### config.mk
export PLATFORM = sky130hd
export DESIGN_NAME = fetch_pc_unit
export DESIGN_NICKNAME = d
export VERILOG_FILES = /design/src/rtl/kgp_pkg.sv /design/src/rtl/fetch_pc_unit.sv
export SDC_FILE = /design/constraint.sdc
export NUM_CORES = 1
export LEC_CHECK = 0
export CAP_MARGIN = 5
export CORE_UTILIZATION = 35
export DETAILED_ROUTE_END_ITERATION = 10
export MAX_ROUTING_LAYER = met4
export PLACE_DENSITY = 0.77
export SLEW_MARGIN = 25
export SYNTH_ARGS = -nofsm -noshare
export SYNTH_HDL_FRONTEND = slang
export SYNTH_SLANG_ARGS = --single-unit
### constraint.sdc
create_clock -name clk -period 4.8 [get_ports clk]
set_input_delay 0.72 -clock clk [delete_from_list [all_inputs] [get_ports clk]]
set_output_delay 0.72 -clock clk [all_outputs]
set_load 0.01 [all_outputs]
### src/rtl/kgp_pkg.sv
// Shared definitions for the KGPminiRISC fetch stage: FSM state encoding,
// the halt opcode and the default reset-PC / increment values.
package kgp_pkg;

  typedef enum logic [2:0] {
    ST_IDLE    = 3'd0,
    ST_FETCH   = 3'd1,
    ST_ISSUE   = 3'd2,
    ST_WAIT_PC = 3'd3,
    ST_HALT    = 3'd4
  } fetch_state_t;

  // All-ones word is reserved as the halt instruction.
  localparam logic [31:0] HALT_INSTR   = 32'hFFFF_FFFF;

  localparam logic [31:0] DEF_RESET_PC = 32'd0;
  // Instruction memory is word-addressed, so the sequential step is one.
  localparam logic [31:0] DEF_PC_INC   = 32'd1;

endpackage

### src/rtl/fetch_pc_unit.sv
// Program counter and instruction-fetch stage of the KGPminiRISC core.
// Holds the architectural PC, fetches one instruction over imem req/ack,
// presents it to decode over valid/ready, then waits for the resolved
// next PC from execute. At most one instruction is in flight.
// Optional feature macro: FETCH_HALT_EN (stop fetching on HALT_INSTR).
module fetch_pc_unit
  import kgp_pkg::*;
#(
  parameter logic [31:0] RESET_PC = DEF_RESET_PC,
  parameter logic [31:0] PC_INC   = DEF_PC_INC
) (
  input  logic        clk,
  input  logic        rst_n,
  output logic        imem_req,
  output logic [31:0] imem_addr,
  input  logic        imem_ack,
  input  logic [31:0] imem_rdata,
  output logic [31:0] instr,
  output logic        instr_valid,
  input  logic        instr_ready,
  output logic [31:0] pc,
  output logic [31:0] pc_plus,
  input  logic [31:0] pc_next,
  input  logic        pc_valid,
  output logic        halted
);

  fetch_state_t state_r;
  fetch_state_t state_s;
  logic [31:0]  pc_r;
  logic [31:0]  instr_r;
  logic         imem_req_r;
  logic         instr_valid_r;
  logic         halt_hit_s;

`ifdef FETCH_HALT_EN
  logic         halted_r;

  assign halt_hit_s = (instr_r == HALT_INSTR);
`else
  assign halt_hit_s = 1'b0;
`endif

  // Next-state logic; stray handshakes outside their own state are ignored.
  always_comb begin
    state_s = state_r;
    case (state_r)
      ST_IDLE: begin
        state_s = ST_FETCH;
      end
      ST_FETCH: begin
        if (imem_ack) begin
          state_s = ST_ISSUE;
        end else begin
          state_s = ST_FETCH;
        end
      end
      ST_ISSUE: begin
        if (instr_ready) begin
          if (halt_hit_s) begin
            state_s = ST_HALT;
          end else begin
            state_s = ST_WAIT_PC;
          end
        end else begin
          state_s = ST_ISSUE;
        end
      end
      ST_WAIT_PC: begin
        if (pc_valid) begin
          state_s = ST_FETCH;
        end else begin
          state_s = ST_WAIT_PC;
        end
      end
      ST_HALT: begin
`ifdef FETCH_HALT_EN
        state_s = ST_HALT;
`else
        state_s = ST_IDLE;
`endif
      end
      default: begin
        state_s = ST_IDLE;
      end
    endcase
  end

  // State register plus registered decodes of the upcoming state so the
  // handshake outputs carry no combinational path from the inputs.
  always_ff @(posedge clk or negedge rst_n) begin
    if (!rst_n) begin
      state_r       <= ST_IDLE;
      imem_req_r    <= 1'b0;
      instr_valid_r <= 1'b0;
    end else begin
      state_r       <= state_s;
      imem_req_r    <= (state_s == ST_FETCH);
      instr_valid_r <= (state_s == ST_ISSUE);
    end
  end

`ifdef FETCH_HALT_EN
  // Halt flag, set on entry to HALT; only reset clears it.
  always_ff @(posedge clk or negedge rst_n) begin
    if (!rst_n) begin
      halted_r <= 1'b0;
    end else begin
      halted_r <= (state_s == ST_HALT);
    end
  end

  assign halted = halted_r;
`else
  assign halted = 1'b0;
`endif

  // PC loads the resolved target only when execute completes in WAIT_PC.
  always_ff @(posedge clk or negedge rst_n) begin
    if (!rst_n) begin
      pc_r <= RESET_PC;
    end else if ((state_r == ST_WAIT_PC) && pc_valid) begin
      pc_r <= pc_next;
    end else begin
      pc_r <= pc_r;
    end
  end

  // Instruction capture on the memory acknowledge while fetching.
  always_ff @(posedge clk or negedge rst_n) begin
    if (!rst_n) begin
      instr_r <= 32'd0;
    end else if ((state_r == ST_FETCH) && imem_ack) begin
      instr_r <= imem_rdata;
    end else begin
      instr_r <= instr_r;
    end
  end

  assign imem_req    = imem_req_r;
  assign imem_addr   = pc_r;
  assign instr       = instr_r;
  assign instr_valid = instr_valid_r;
  assign pc          = pc_r;
  // Sequential successor; wraps modulo 2^32 with no carry flag.
  assign pc_plus     = pc_r + PC_INC;

endmodule

==> results of run 1 <==
[how the worst max path moves through the flow]
stage          cells after the start     endpoint
2_1_floorplan                      5  pc_plus[22]
3_5_place_dp                       5  pc_plus[31]
5_1_grt                            5  pc_plus[31]
4_1_cts                            5  pc_plus[31]
3_3_place_gp                       5  pc_plus[31]
6_report                           5  pc_plus[31]
[power groups by stage]
| stage | combinational (mW) | sequential (mW) | clock (mW) |
|---|---|---|---|
| final | 2.17 | 1.22 | 0.525 |
| after global routing | 2.30 | 1.28 | 0.575 |
| after CTS | 2.20 | 1.22 | 0.546 |
| after detailed placement | 2.19 | 1.23 | 0 |
| after global placement | 2.17 | 1.21 | 0 |
| after floorplan | 0.953 | 1.29 | 0 |
[cells in the final DEF (no fill, tap or decap), types with 4 or more instances in the layout]
cell type,count
and3_1,7
nand4_1,10
dfrtp_1,68
nor2_1,5
nand2_1,11
xor2_1,6
inv_1,4
clkbuf_8,10
xnor2_1,24
clkdlybuf4s50_1,197
mux2_2,64
nand3_1,14
[metrics by stage]
stage | cells | util, % | hold slack [ps] | cell area (um^2)
finish | 575 | 58.69 | 506.9 | 5500
global route | 575 | 58.69 | 521.0 | 5500
CTS | 575 | 58.69 | 509.4 | 5500
detailed placement | 559 | 56.29 | 492.6 | 5275
global placement | 559 | 56.29 | 487.3 | 5275
floorplan | 274 | - | 424.4 | 3423
[cell type report]
cell class	count	area (um^2)
inverter	4	15.01
tap	129	161.4
sequential	68	1702
clock inverter	6	87.58
multi-input combinational	158	1405
timing repair buffer	200	1992
clock buffer	10	137.6
fill	830	3871
[registers in the layout, indices dropped and copies added, names as in the netlist]
signal,cells
imem_addr,32
state_r,2
imem_req,1
instr_valid,1
instr,32
[kinds of logic (layout without fill, tap and decap cells)]
group / Yosys count / in the layout
other cells: 1 / 1
buf+inv: 48 / 220
flops: 68 / 68
mux: 64 / 64
compound gates: 1 / 1
fa+ha+maj: 1 / 1
simple gates: 61 / 61
xor+xnor: 30 / 30
[critical path: cells and delay by family, from the launching register on]
family,cells,cell delay (ps)
XOR/XNOR,1,230
buffers and inverters,1,560
flip-flops,1,530
AND/OR/NAND/NOR,3,1080
[layer usage]
layer	track usage, %	routed length [um]	vias to the layer above
li1	-	-	1244
met1	20.87	3564	1312
met2	30.82	4515	122
met3	5.270	624	4
met4	3.679	38	0
met5	-	0	-
==> impl_results.md, run 1 <==
* Dominant cells by area after synthesis: dfrtp_1, mux2_2, buf_4
* Site Rows at 35
* Power Total at 3.917 mW
* DIE AREA at a little over 10000 um^2
* Commonest cells in the netlist: dfrtp_1, mux2_2, buf_4
* Buffers on Ports at around 200
* Post-DP HPWL at between 6000 and 7000 um
* Switching share of power at approximately a third
* Worst skew pair latency at approximately 330 ps
* Sequential share of the synthesized area at 49.71%
* Synth-to-layout area growth at 60.67%
* Post-CTS sizing at 0
* Leak Pwr at between 2 and 2.5 nW
* RSZ-0062 raised after global routing: false
* Post-synthesis mux area share at 21.05%
* I/O pins at 200
* Synth top area share at about half
* R2r startpoint: state_r[0]
* HP Class: flop to flop
* Setup TNS at 0 ps
* DRT Wirelength at between 8000 and 9000 um
* VDD IR max at around 0.00032 V
* Post-synthesis adder-cell area fraction at less than 1%
* RR Endpoint: imem_addr[16]
* Crit path time final at around 3500 ps
* Overflow after GRT at 0
* Ys async rst share at 100.0%
* Largest net degree at the start of global routing at 69
* Via count at 2682
* Slew @ Worst Pin at 868.7 ps
* CP arrival at approximately 2700 ps
* Max Cap Viol at 0
* Relative slew slack at between 40% and 50%
* Initial Util at 36.53%
* Hold path startpoint: instr[0]
* Worst-path clk slew at 70 ps
* Reg power frac at between 30% and 40%
* Clock Path Buffers at 2
* Syn Area/Cell at roughly 12 um^2
* Critical path's slowest cell: nor4_4
* Crit path max fanout at 11
* GPL Wtd Cong at around 0.8
* Vias per std cell at about 4.7
* Critical Path, Cell by Cell: nand4_4, nor4_4, nand4_1, xnor2_1, clkdlybuf4s50_1
* Pre-CTS setup slack at approximately 1700 ps
* Synth Area in Simple Gates at 11.55%
* Layout cells sized above 1 at between 20 and 25%
* Post-synthesis register bit count at 68
* CTS Hold Bufs at 0
* Clock network power share at approximately 13%
* Setup crit end kind: output pin
* Depth of the worst hold-timing path at 1
* Main combinational cell family by area after synthesis: multiplexers
* YS warnings at 0
* Setup Skew at a little over 5 ps
* Setup slack, reg-to-reg at slightly above 3000 ps
* Final setup viols at 0
* Post-Synthesis Cells at ~270
* Number of buffers created by CTS at 9
* Die Wd at between 100 and 150 um
* Global Route Usage Sum at roughly 18%
* Die Ht at about 100 um
* Synthesized area at roughly 3400 um^2
* Post-synthesis xor/xnor area fraction at between 7 and 8%
* Final Hold Fails at 0
* Critical Path RT at 4080 ps
* Int Power at 2.556 mW
* H-tree Lvls at 3
* Average wire per standard cell at between 15 and 20 um
* Yosys cell types at 27
* Final period util at 71.99%
* Area leader, netlist: dfrtp_1
* Setup repair bufs after CTS at 0
* Synth Area in Compound Gates at less than 1%
* Drt drc at 0
* P_sw at roughly 1.4 mW
* Initial DRC count at 65
* Status: finished, final reports clean
* Crit. Startpoint: imem_addr[5]
* CTS sink cnt at 68
* First-pass GRT wire length at roughly 14000 um
* Comb power frac at between 50 and 60%
* Slew Limit Fails at 0
* Peak Freq at a little under 300 MHz
* Power per cell area at about 710 nW/um^2
* Final worst slack at 1344 ps
* Startpoint Class: flop
* Core ar. at around 9400 um^2
* Post-DRT Antenna Nets at 0
* Synth Net Count at about 340
* Number of enable flip-flop cells after synthesis at 0
* Worst stage delay on the critical path at about 650 ps
* WS Path Type: flop to output pin
* R2R cell count at 2
* Most common cell in the netlist: dfrtp_1
* Final net count at approximately 510
* Clock Tree Root: clkbuf_8
* CTS tree: yes
* Number of global-route vias before repair at 2710
* Antenna violations before repair at 0
* Worst hold endpoint: instr[0]
* Total iterations of the first detailed-routing run at 4
* Top_reg_cell synth: dfrtp_1
* N_diodes at 0
Power figures use the tool's default switching activity.
==> run 2: changes to the inputs <==
--- a/config.mk
+++ b/config.mk
@@ -6,10 +6,10 @@
 export NUM_CORES = 1
 export LEC_CHECK = 0
 export CAP_MARGIN = 5
-export CORE_UTILIZATION = 35
+export CORE_UTILIZATION = 34
 export DETAILED_ROUTE_END_ITERATION = 10
 export MAX_ROUTING_LAYER = met4
-export PLACE_DENSITY = 0.77
+export PLACE_DENSITY = 0.78
 export SLEW_MARGIN = 25
 export SYNTH_ARGS = -nofsm -noshare
 export SYNTH_HDL_FRONTEND = slang
==> constraint.sdc (replaced) <==
create_clock -name clk -period 2.8 [get_ports clk]
set_input_delay 0.42 -clock clk [delete_from_list [all_inputs] [get_ports clk]]
set_output_delay 0.42 -clock clk [all_outputs]
set_load 0.01 [all_outputs]
==> impl_results.md, run 2 (synthesis results as in run 1) <==
* Status: finished, final reports clean (unchanged)
* Power per cell area at 1194 nW/um^2 (was 712.2 nW/um^2)
* Drt drc at 0 (unchanged)
* First-pass GRT wire length at 13790 um (was 13630 um)
* Largest net degree at the start of global routing at 37 (was 69)
* Critical Path, Cell by Cell: ha_2, nand4_1, buf_4, nor4_4, buf_4, nand4_1, xnor2_1, dlygate4sd2_1 (was nand4_4, nor4_4, nand4_1, xnor2_1, clkdlybuf4s50_1)
* Number of buffers created by CTS at 9 (unchanged)
* Crit path max fanout at 4 (was 11)
* Most frequent cells in the layout: clkdlybuf4s50_1, mux2_2, dfrtp_1 (was clkdlybuf4s50_1, dfrtp_1, mux2_2)
* Startpoint Class: flop (unchanged)
* Setup crit end kind: output pin (unchanged)
* Worst-path clk slew at 80 ps (was 70 ps)
* HP Class: input pin to async pin (was flop to flop)
* RSZ-0062 raised after global routing: false (unchanged)
* R2R cell count at 4 (was 2)
* Clock Path Buffers at 2 (unchanged)
* Final Hold Fails at 0 (unchanged)
* CP arrival at 2260 ps (was 2740 ps)
* Area occupied by multi-input gates at 1419 um^2 (was 1405 um^2)
* CTS Hold Bufs at 0 (unchanged)
* Final period util at 95.58%
* I/O pins at 200 (unchanged)
* H-tree Lvls at 3 (unchanged)
* Initial Util at 35.02% (was 36.53%)
* WS Path Type: flop to output pin (unchanged)
* Final net count at 525 (was 511)
* Leak Pwr at 2.362 nW (was 2.238 nW)
* Post-DP HPWL at 6846 um (was 6557 um)
* Final setup viols at 0 (unchanged)
* Critical path's slowest cell: dfrtp_1 (was nor4_4)
* CTS sink cnt at 68 (unchanged)
* Vias per std cell at 4.597 (was 4.664)
* Layout cells sized above 1 at 25.00% (was 20.18%)
* Post-DRT Antenna Nets at 0 (unchanged)
* Clock network power share at 12.3% (was 13.4%)
* R2r startpoint: state_r[0] (unchanged)
* Max Cap Viol at 0 (unchanged)
* Comb power frac at 57.5% (was 55.4%)
* Total iterations of the first detailed-routing run at 4 (unchanged)
* Average wire per standard cell at 15.50 um (was 15.20 um)
* Antenna violations before repair at 0 (unchanged)
* Switching share of power at 35.04% (was 34.74%)
* Worst stage delay on the critical path at 360 ps (was 650 ps)
* Die Wd at 102.3 um (was 100.9 um)
* RR Endpoint: instr[5] (was imem_addr[16])
* Global Route Usage Sum at 17.82% (was 17.95%)
* Synth-to-layout area growth at 64.77% (was 60.67%)
* Fillers at 852 (was 830)
* Site Rows at 36 (was 35)
* Slew @ Worst Pin at 790.5 ps (was 868.7 ps)
* CTS tree: yes (unchanged)
* Number of global-route vias before repair at 2700 (was 2710)
* Relative slew slack at 47.30% (was 42.09%)
* Power Total at 6.735 mW (was 3.917 mW)
* Clock Tree Root: clkbuf_8 (unchanged)
* Buffers on Ports at 198 (unchanged)
* Setup TNS at 0 ps (unchanged)
* DRT Wirelength at 9193 um (was 8742 um)
* Commonest non-fill, non-tap cell in the layout: clkdlybuf4s50_1 (unchanged)
* Worst skew pair latency at 330 ps (about the same)
* GPL Wtd Cong at 0.8056 (was 0.7945)
* Core ar. at 9774 um^2 (was 9371 um^2)
* N_diodes at 0 (unchanged)
* Slew Limit Fails at 0 (unchanged)
* P_sw at 2.360 mW (was 1.361 mW)
* Reg power frac at 30.2% (was 31.1%)
* Int Power at 4.375 mW (was 2.556 mW)
* Via count at 2726 (was 2682)
* Setup slack, reg-to-reg at 1280 ps (was 3050 ps)
* Overflow after GRT at 0 (unchanged)
* Initial DRC count at 68 (was 65)
* VDD IR max at 0.0004980 V (was 0.0003197 V)
* DIE AREA at 10470 um^2 (was 10180 um^2)
* Critical Path RT at 2380 ps (was 4080 ps)
* Peak Freq at 373.7 MHz
* Setup Skew at 11.55 ps (was 5.179 ps)
* Die Ht at 102.3 um (was 100.9 um)
* Crit path time final at between 2000 and 3000 ps
* Sequential standard cell area at 1714 um^2 (was 1702 um^2)
-- run 2: layout make-up --
type,instances,area share (%)
timing repair buffer,214,37.64
sequential,68,30.39
tap,133,2.950
inverter,4,0.2662
clock inverter,4,0.8429
clock buffer,12,2.751
multi-input combinational,158,25.16
-- run 2: repair_timing --
item                                    in CTS  in global routing
buffers inserted                             5                  3
endpoints found under the setup margin      11                 19
pin swaps                                    2                  1
gates resized for setup                      9                 18
-- run 2: metrics by stage --
stage / cells / area (um^2) / hold slack [ps] / util [%] / worst slack (ps)
finish: 593 / 5640 / 160.4 / 57.71 / 123.9
global route: 593 / 5640 / 203.9 / 57.71 / 4.736
CTS: 590 / 5585 / 175.8 / 57.14 / 0.3924
detailed placement: 569 / 5338 / 494.5 / 54.61 / 228.3
global placement: 569 / 5338 / 487.0 / 54.61 / 301.3
floorplan: 274 / 3423 / 124.4 / - / 827.7
-- run 2: power by group through the flow --
stage                     clock, mW  combinational, mW  sequential, mW
after floorplan                   0               1.63            2.20
after CTS                     0.859               3.89            2.04
after global routing          0.897               4.12            2.12
after global placement            0               3.83            2.00
after detailed placement          0               3.88            2.05
final                         0.826               3.88            2.03
-- run 2: worst max path at each step --
| stage | start | to | slack (ps) | depth (start not counted) |
|---|---|---|---|---|
| 6_report | imem_addr[1] | pc_plus[22] | 120 | 8 |
| 5_1_grt | imem_addr[11] | pc_plus[25] | 5 | 6 |
| 4_1_cts | imem_addr[6] | pc_plus[13] | 0.4 | 6 |
| 2_1_floorplan | imem_addr[0] | pc_plus[22] | 830 | 5 |
| 3_5_place_dp | imem_addr[1] | pc_plus[20] | 230 | 6 |
| 3_3_place_gp | imem_addr[0] | pc_plus[22] | 300 | 6 |
-- run 2: critical path, delay by kind of cell (launching register included) --
family,cells,cell delay [ps]
XOR/XNOR,1,140
adder cells (fa/ha/maj),1,220
AND/OR/NAND/NOR,3,570
buffers and inverters,3,640
flip-flops,1,360
-- run 2: layer usage --
| layer | track usage [%] | share of wire, % | vias to the layer above |
|---|---|---|---|
| li1 | - | - | 1274 |
| met1 | 20.94 | 42 | 1332 |
| met2 | 29.99 | 51 | 114 |
| met3 | 4.172 | 6.2 | 6 |
| met4 | 5.934 | 0.79 | 0 |
| met5 | - | 0 | - |
==> run 3: changes to the inputs <==
--- a/config.mk
+++ b/config.mk
@@ -5,12 +5,13 @@
 export SDC_FILE = /design/constraint.sdc
 export NUM_CORES = 1
 export LEC_CHECK = 0
+export ABC_CLOCK_PERIOD_IN_PS = 2800
 export CAP_MARGIN = 5
 export CORE_UTILIZATION = 34
 export DETAILED_ROUTE_END_ITERATION = 10
 export MAX_ROUTING_LAYER = met4
 export PLACE_DENSITY = 0.78
-export SLEW_MARGIN = 25
+export SLEW_MARGIN = 20
 export SYNTH_ARGS = -nofsm -noshare
 export SYNTH_HDL_FRONTEND = slang
 export SYNTH_SLANG_ARGS = --single-unit
==> results of run 3 <==
The final DEF is identical to that of run 2; final timing and power are the same.
